$ cat src/rtl/cycle_sequencer_pkg.sv
// Shared NBBPU definitions: opcode constants, external cycle-state encodings
// and the opcode classification used by the cycle sequencer.
package cycle_sequencer_pkg;

    localparam logic [3:0] OP_ADD = 4'b0000;
    localparam logic [3:0] OP_SUB = 4'b0001;
    localparam logic [3:0] OP_AND = 4'b0010;
    localparam logic [3:0] OP_OR  = 4'b0011;
    localparam logic [3:0] OP_XOR = 4'b0100;
    localparam logic [3:0] OP_NOT = 4'b0101;
    localparam logic [3:0] OP_LSL = 4'b0110;
    localparam logic [3:0] OP_LSR = 4'b0111;
    localparam logic [3:0] OP_EQU = 4'b1000;
    localparam logic [3:0] OP_NEQ = 4'b1001;
    localparam logic [3:0] OP_BEQ = 4'b1010;
    localparam logic [3:0] OP_BNE = 4'b1011;
    localparam logic [3:0] OP_LOD = 4'b1100;
    localparam logic [3:0] OP_STR = 4'b1101;
    localparam logic [3:0] OP_SEL = 4'b1110;
    localparam logic [3:0] OP_SEU = 4'b1111;

    typedef enum logic [1:0] {
        CYC_FETCH   = 2'b00,
        CYC_DECODE  = 2'b01,
        CYC_EXECUTE = 2'b10,
        CYC_STORE   = 2'b11
    } cycle_e;

    function automatic logic is_mem_op(input logic [3:0] op);
        return (op == OP_LOD) || (op == OP_STR);
    endfunction

endpackage

$ cat src/rtl/cycle_sequencer_if.sv
// Handshake and status bundle between the cycle sequencer (master) and the
// NBBPU controller / memories (slave).
interface cycle_sequencer_if #(
    parameter int COUNT_WIDTH = 16
);
    logic [3:0]             opcode;
    logic                   instruction_ready;
    logic                   data_ready;
    logic                   halt;
    logic [1:0]             state;
    logic                   instruction_request;
    logic                   data_request;
    logic                   retire;
    logic [COUNT_WIDTH-1:0] instruction_count;
    logic                   halted;
    logic                   fault;

    modport master (
        input  opcode, instruction_ready, data_ready, halt,
        output state, instruction_request, data_request, retire,
               instruction_count, halted, fault
    );

    modport slave (
        output opcode, instruction_ready, data_ready, halt,
        input  state, instruction_request, data_request, retire,
               instruction_count, halted, fault
    );
endinterface

$ cat src/rtl/cycle_sequencer_wait_timer.sv
// Counts consecutive wait cycles of one handshake; expired flags the cycle
// in which the WAIT_LIMIT-th wait would occur.
module wait_timer #(
    parameter int WAIT_LIMIT = 16
) (
    input  logic clock,
    input  logic reset,
    input  logic clear,
    input  logic enable,
    output logic expired
);
    localparam int              CW   = $clog2(WAIT_LIMIT + 1);
    localparam logic [CW-1:0]   LAST = CW'(WAIT_LIMIT - 1);

    logic [CW-1:0] cnt_r;

    // Wait-cycle counter, restarted whenever the sequencer changes state
    always_ff @(posedge clock or posedge reset) begin
        if (reset) begin
            cnt_r <= '0;
        end else if (clear) begin
            cnt_r <= '0;
        end else if (enable) begin
            cnt_r <= cnt_r + CW'(1);
        end else begin
            cnt_r <= cnt_r;
        end
    end

    assign expired = enable && (cnt_r == LAST);

endmodule

$ cat src/rtl/cycle_sequencer.sv
// NBBPU cycle sequencer: FETCH/DECODE/EXECUTE/STORE with ROM/RAM handshake
// stalls, boundary halt, retired-instruction count and wait-timeout trap.
module cycle_sequencer
    import cycle_sequencer_pkg::*;
#(
    parameter int WAIT_LIMIT  = 16,
    parameter int COUNT_WIDTH = 16
) (
    input  logic               clock,
    input  logic               reset,
    cycle_sequencer_if.master  bus
);
    localparam logic [2:0] S_FETCH   = 3'b000;
    localparam logic [2:0] S_DECODE  = 3'b001;
    localparam logic [2:0] S_EXECUTE = 3'b010;
    localparam logic [2:0] S_STORE   = 3'b011;
    localparam logic [2:0] S_HALT    = 3'b100;

    logic [2:0]             state_r;
    logic [2:0]             nxt_state_s;
    logic                   fault_r;
    logic                   nxt_fault_s;
    logic [COUNT_WIDTH-1:0] count_r;
    logic [1:0]             state_out_r;
    logic                   ireq_r;
    logic                   dreq_r;
    logic                   retire_r;
    logic                   halted_r;
    logic                   mem_op_s;
    logic                   wait_en_s;
    logic                   expired_s;
    logic                   clear_s;

    assign mem_op_s = is_mem_op(bus.opcode);

    // A wait cycle is a cycle with an outstanding request and no ready
    always_comb begin
        wait_en_s = 1'b0;
        case (state_r)
            S_FETCH:   wait_en_s = !bus.instruction_ready;
            S_EXECUTE: wait_en_s = mem_op_s && !bus.data_ready;
            default:   wait_en_s = 1'b0;
        endcase
    end

    assign clear_s = (nxt_state_s != state_r);

    wait_timer #(.WAIT_LIMIT(WAIT_LIMIT)) u_wait_timer (
        .clock   (clock),
        .reset   (reset),
        .clear   (clear_s),
        .enable  (wait_en_s),
        .expired (expired_s)
    );

    // Next-state and fault decision; ready always takes priority over expiry
    always_comb begin
        nxt_state_s = state_r;
        nxt_fault_s = fault_r;
        case (state_r)
            S_FETCH: begin
                if (bus.instruction_ready) begin
                    nxt_state_s = S_DECODE;
                end else if (expired_s) begin
                    nxt_state_s = S_HALT;
                    nxt_fault_s = 1'b1;
                end else begin
                    nxt_state_s = S_FETCH;
                end
            end
            S_DECODE: nxt_state_s = S_EXECUTE;
            S_EXECUTE: begin
                if (!mem_op_s || bus.data_ready) begin
                    nxt_state_s = S_STORE;
                end else if (expired_s) begin
                    nxt_state_s = S_HALT;
                    nxt_fault_s = 1'b1;
                end else begin
                    nxt_state_s = S_EXECUTE;
                end
            end
            S_STORE: begin
                if (bus.halt) begin
                    nxt_state_s = S_HALT;
                end else begin
                    nxt_state_s = S_FETCH;
                end
            end
            S_HALT: begin
                if (!bus.halt && !fault_r) begin
                    nxt_state_s = S_FETCH;
                end else begin
                    nxt_state_s = S_HALT;
                end
            end
            default: nxt_state_s = S_FETCH;
        endcase
    end

    // State, sticky fault, counter and Moore outputs registered from next state
    always_ff @(posedge clock or posedge reset) begin
        if (reset) begin
            state_r     <= S_FETCH;
            fault_r     <= 1'b0;
            count_r     <= '0;
            state_out_r <= CYC_FETCH;
            ireq_r      <= 1'b1;
            dreq_r      <= 1'b0;
            retire_r    <= 1'b0;
            halted_r    <= 1'b0;
        end else begin
            state_r     <= nxt_state_s;
            fault_r     <= nxt_fault_s;
            if (state_r == S_STORE) begin
                count_r <= count_r + COUNT_WIDTH'(1);
            end else begin
                count_r <= count_r;
            end
            state_out_r <= (nxt_state_s == S_HALT) ? CYC_FETCH : nxt_state_s[1:0];
            ireq_r      <= (nxt_state_s == S_FETCH);
            dreq_r      <= (nxt_state_s == S_EXECUTE) && mem_op_s;
            retire_r    <= (nxt_state_s == S_STORE);
            halted_r    <= (nxt_state_s == S_HALT);
        end
    end

    assign bus.state               = state_out_r;
    assign bus.instruction_request = ireq_r;
    assign bus.data_request        = dreq_r;
    assign bus.retire              = retire_r;
    assign bus.instruction_count   = count_r;
    assign bus.halted              = halted_r;
    assign bus.fault               = fault_r;

endmodule

$ cat src/flat_wrapper.sv
// flat-port wrapper written by rule: the top's interface ports become plain ports
module cycle_sequencer_flat import cycle_sequencer_pkg::*;
#(
    parameter int WAIT_LIMIT  = 16,
    parameter int COUNT_WIDTH = 16
)
  (clock, reset, bus_opcode, bus_instruction_ready, bus_data_ready, bus_halt, bus_state, bus_instruction_request, bus_data_request, bus_retire, bus_instruction_count, bus_halted, bus_fault);
  cycle_sequencer_if #(.COUNT_WIDTH(COUNT_WIDTH)) bus_i ();
  input  logic clock;
  input  logic reset;
  input wire logic [$bits(bus_i.opcode)-1:0] bus_opcode;
  input wire logic [$bits(bus_i.instruction_ready)-1:0] bus_instruction_ready;
  input wire logic [$bits(bus_i.data_ready)-1:0] bus_data_ready;
  input wire logic [$bits(bus_i.halt)-1:0] bus_halt;
  output wire logic [$bits(bus_i.state)-1:0] bus_state;
  output wire logic [$bits(bus_i.instruction_request)-1:0] bus_instruction_request;
  output wire logic [$bits(bus_i.data_request)-1:0] bus_data_request;
  output wire logic [$bits(bus_i.retire)-1:0] bus_retire;
  output wire logic [$bits(bus_i.instruction_count)-1:0] bus_instruction_count;
  output wire logic [$bits(bus_i.halted)-1:0] bus_halted;
  output wire logic [$bits(bus_i.fault)-1:0] bus_fault;
  assign bus_i.opcode = bus_opcode;
  assign bus_i.instruction_ready = bus_instruction_ready;
  assign bus_i.data_ready = bus_data_ready;
  assign bus_i.halt = bus_halt;
  assign bus_state = bus_i.state;
  assign bus_instruction_request = bus_i.instruction_request;
  assign bus_data_request = bus_i.data_request;
  assign bus_retire = bus_i.retire;
  assign bus_instruction_count = bus_i.instruction_count;
  assign bus_halted = bus_i.halted;
  assign bus_fault = bus_i.fault;
  cycle_sequencer #(.WAIT_LIMIT(WAIT_LIMIT), .COUNT_WIDTH(COUNT_WIDTH)) u_core (.clock(clock), .reset(reset), .bus(bus_i));
endmodule
$ cat config.mk
export PLATFORM = sky130hd
export DESIGN_NAME = cycle_sequencer_flat
export DESIGN_NICKNAME = d
export VERILOG_FILES = /design/src/rtl/cycle_sequencer_pkg.sv /design/src/rtl/cycle_sequencer_if.sv /design/src/rtl/cycle_sequencer_wait_timer.sv /design/src/rtl/cycle_sequencer.sv /design/src/flat_wrapper.sv
export SDC_FILE = /design/constraint.sdc
export NUM_CORES = 1
export LEC_CHECK = 0
export CAP_MARGIN = 10
export CORE_MARGIN = 5
export CORE_UTILIZATION = 50
export CTS_CLUSTER_DIAMETER = 100
export DETAILED_ROUTE_END_ITERATION = 7
export PLACE_DENSITY = 0.79
export SLEW_MARGIN = 25
export SYNTH_ARGS = -nofsm -noshare
export SYNTH_HDL_FRONTEND = slang
export SYNTH_HIERARCHICAL = 1
export SYNTH_SLANG_ARGS = --single-unit
$ cat constraint.sdc
create_clock -name clock -period 3.1 [get_ports clock]
set_input_delay 0.62 -clock clock [delete_from_list [all_inputs] [get_ports clock]]
set_output_delay 0.62 -clock clock [all_outputs]
set_load 0.05 [all_outputs]
==> reports/metrics.csv <==
metric,value,unit
clockRootBuffer,clkbuf_4,
synth_area_leader_cell,dfrtp_1,
routed_wl,2890,um
start_util,0.511,
fin_util,0.655,
firstDrtPassIters,4,
maxCapViolCount,0,
drtAntennaViolNets,0,
crit_buf_inv,1,
final_nets,176,
vias,1088,
yosys.area.top_type_share,0.477,
area_growth,28.2,%
post-place-ws,0.243,ns
fin_crit,2.54,ns
slowest_delay,0.92,ns
grt_pass1_vias,1104,
design.core.area,0.00298,sq mm
clock_latency,0.32,ns
wl_per_cell,14.6,um
crit_fanout,14,
initialDrtViolationCount,38,
setup_slack,0.562,ns
cp.arrival,1.92,ns
via_per_inst,5.49,
hold_class,reg -> reg,
timing.fmax,394,MHz
grt_max_degree,26,
synth_edf_count,0,
setup_violations,0,
crit_family,buffers and inverters,
ys_types,43,
p_per_area,862,mW/mm^2
core.rowCount,20,
nFillCells,230,
leakage,0.897,nW
relSlewSlack,0.645,
rsz0062_at_grt,no,
yosysWarnings,6,
dp.final_hpwl,2150,um
tns,0,ns
clock_path_buffers,2,
ys_seq_area_frac,0.494,
place_congestion,0.733,
numCtsBuffers,5,
clk_pin_slew,0.09,ns
worst-setup-path-type,reg -> out,
syn_nets,141,
post-route-period-util,0.819,
async_flop_share,1.00,
portBuffers,30,
die_x,65.2,um
die-area,0.00425,sq mm
hold_viol_final,0,
hold_buffers,0,
drc,0,
numClockSinks,30,
synthesis.area_per_instance,11.8,sq um
grt.overflow.total,0,
fp.dieH,65.2,um
htree_levels,2,
endpoint_kind,primary output,
r2r_slack,0.78,ns
maxSlewViolCount,0,
grt_pass1_wl,4970,um
drive_gt1_frac,0.158,
fin_total_pwr,0.00168,W
worst_slew_pin_slew,0.531,ns
cp-start-kind,flip-flop,
status,"complete, no violations",
netlist_instances,129,
cp.required,2.48,ns
post_cts_resized,0,
ioPinCount,32,
synthTopCellsByArea,"dfrtp_1, xnor2_1, xor2_1",
antenna_cells,0,
synth_area,0.00152,sq mm
cp_slowest_cell,clkdlybuf4s50_1,
grt_usage,0.151,
cts_setup_buffers,0,
ys_ff_latch,30,
cts_tree,done,
vdd_ir_drop_max,0.390,mV
cp_cell_sequence,clkdlybuf4s50_1,
synth_flop_cell,dfrtp_1,
finClkSkew,0.0116,ns
antenna_found_initial,0,
## routing by layer
layer	global-route usage	part of all wire
met1	0.183	0.44
met2	0.257	0.51
met3	0.0410	0.037
met4	0.0544	0.011
met5	0	0
## state kept, by name, summed over array words and instances, names as in the netlist
| register | flops |
|---|---|
| u_core/bus.instruction_request | 1 |
| u_core/bus.halted | 1 |
| u_core/u_wait_timer/cnt_r | 5 |
| u_core/state_r | 2 |
| u_core/bus.fault | 1 |
| u_core/bus.retire | 1 |
| u_core/bus.data_request | 1 |
| u_core/bus.state | 2 |
| u_core/bus.instruction_count | 16 |
## metrics by stage
stage	hold slack [ns]	instances	cell area, sq um
final	0.470	198	1950
after global routing	0.512	198	1950
after CTS	0.478	198	1950
after detailed placement	0.466	190	1840
after global placement	0.459	190	1840
after floorplan	0.399	129	1520
## cell type report
| type | count | area (sq um) | area share |
|---|---|---|---|
| clock buffer | 6 | 51.3 | 0.0263 |
| inverter | 6 | 22.5 | 0.0115 |
| multi-input combinational | 88 | 701 | 0.359 |
| timing repair buffer | 33 | 323 | 0.165 |
| tap | 33 | 41.3 | 0.0212 |
| clock inverter | 2 | 60.1 | 0.0308 |
| sequential | 30 | 752 | 0.386 |
## report_power, final
part | switching [W] | total [W] | leakage [nW] | internal (W)
Combinational | 0.000415 | 0.000673 | 0.437 | 0.000258
Clock | 0.000133 | 0.000406 | 0.0585 | 0.000273
Sequential | 0.000128 | 0.000603 | 0.401 | 0.000475
Total | 0.000676 | 0.00168 | 0.897 | 0.00101
## worst paths after layout
path                                                  start  depth (start not counted)                          endpoint
setup / recovery                        u_core/bus.state[1]                          1                      bus_state[1]
hold / removal             u_core/bus.instruction_count[15]                          1  u_core/bus.instruction_count[15]
hold reg to reg            u_core/bus.instruction_count[15]                          1  u_core/bus.instruction_count[15]
max in group asynchronous                             reset                          2    u_core/bus.instruction_request
setup reg to reg                        u_core/bus.state[1]                          8      u_core/u_wait_timer/cnt_r[3]
min in group asynchronous                             reset                          2      u_core/u_wait_timer/cnt_r[1]
## logic make-up (layout without fill, tap and decap cells)
group | count (synthesis) | after routing | synth area share
mux | 3 | 3 | 0.0238
buf+inv | 11 | 47 | 0.0452
simple gates | 53 | 53 | 0.253
compound gates | 13 | 13 | 0.0666
fa+ha+maj | 3 | 3 | 0.0247
flops | 30 | 30 | 0.494
xor+xnor | 16 | 16 | 0.0921
## cells in the mapped netlist, types with 2 or more instances
library cell / n
nor4_2: 2
buf_6: 3
nor3_1: 5
xor2_1: 5
nand2b_1: 2
and3_1: 4
nand3_1: 6
dfrtp_1: 29
nand3b_1: 2
xnor2_1: 11
nand4_1: 3
inv_1: 6
a21oi_1: 4
nor2_1: 8
ha_1: 3
nand2_1: 8
and2_1: 2
## cells in the final DEF (no fill, tap or decap), types with 2 or more instances in the layout
cell             instances
nand3b_1                 2
a21oi_1                  4
clkbuf_4                 5
xor2_1                   5
bufinv_16                2
dfrtp_1                 29
xnor2_1                 11
nand3_1                  6
nand2b_1                 2
inv_1                    5
nor3_1                   5
nor4_2                   2
ha_1                     3
nand4_1                  3
nand2_1                  8
buf_4                    3
and3_1                   4
clkdlybuf4s50_1         30
and2_1                   2
nor2_1                   8
Note: power is estimated with default switching activity, not from simulation.
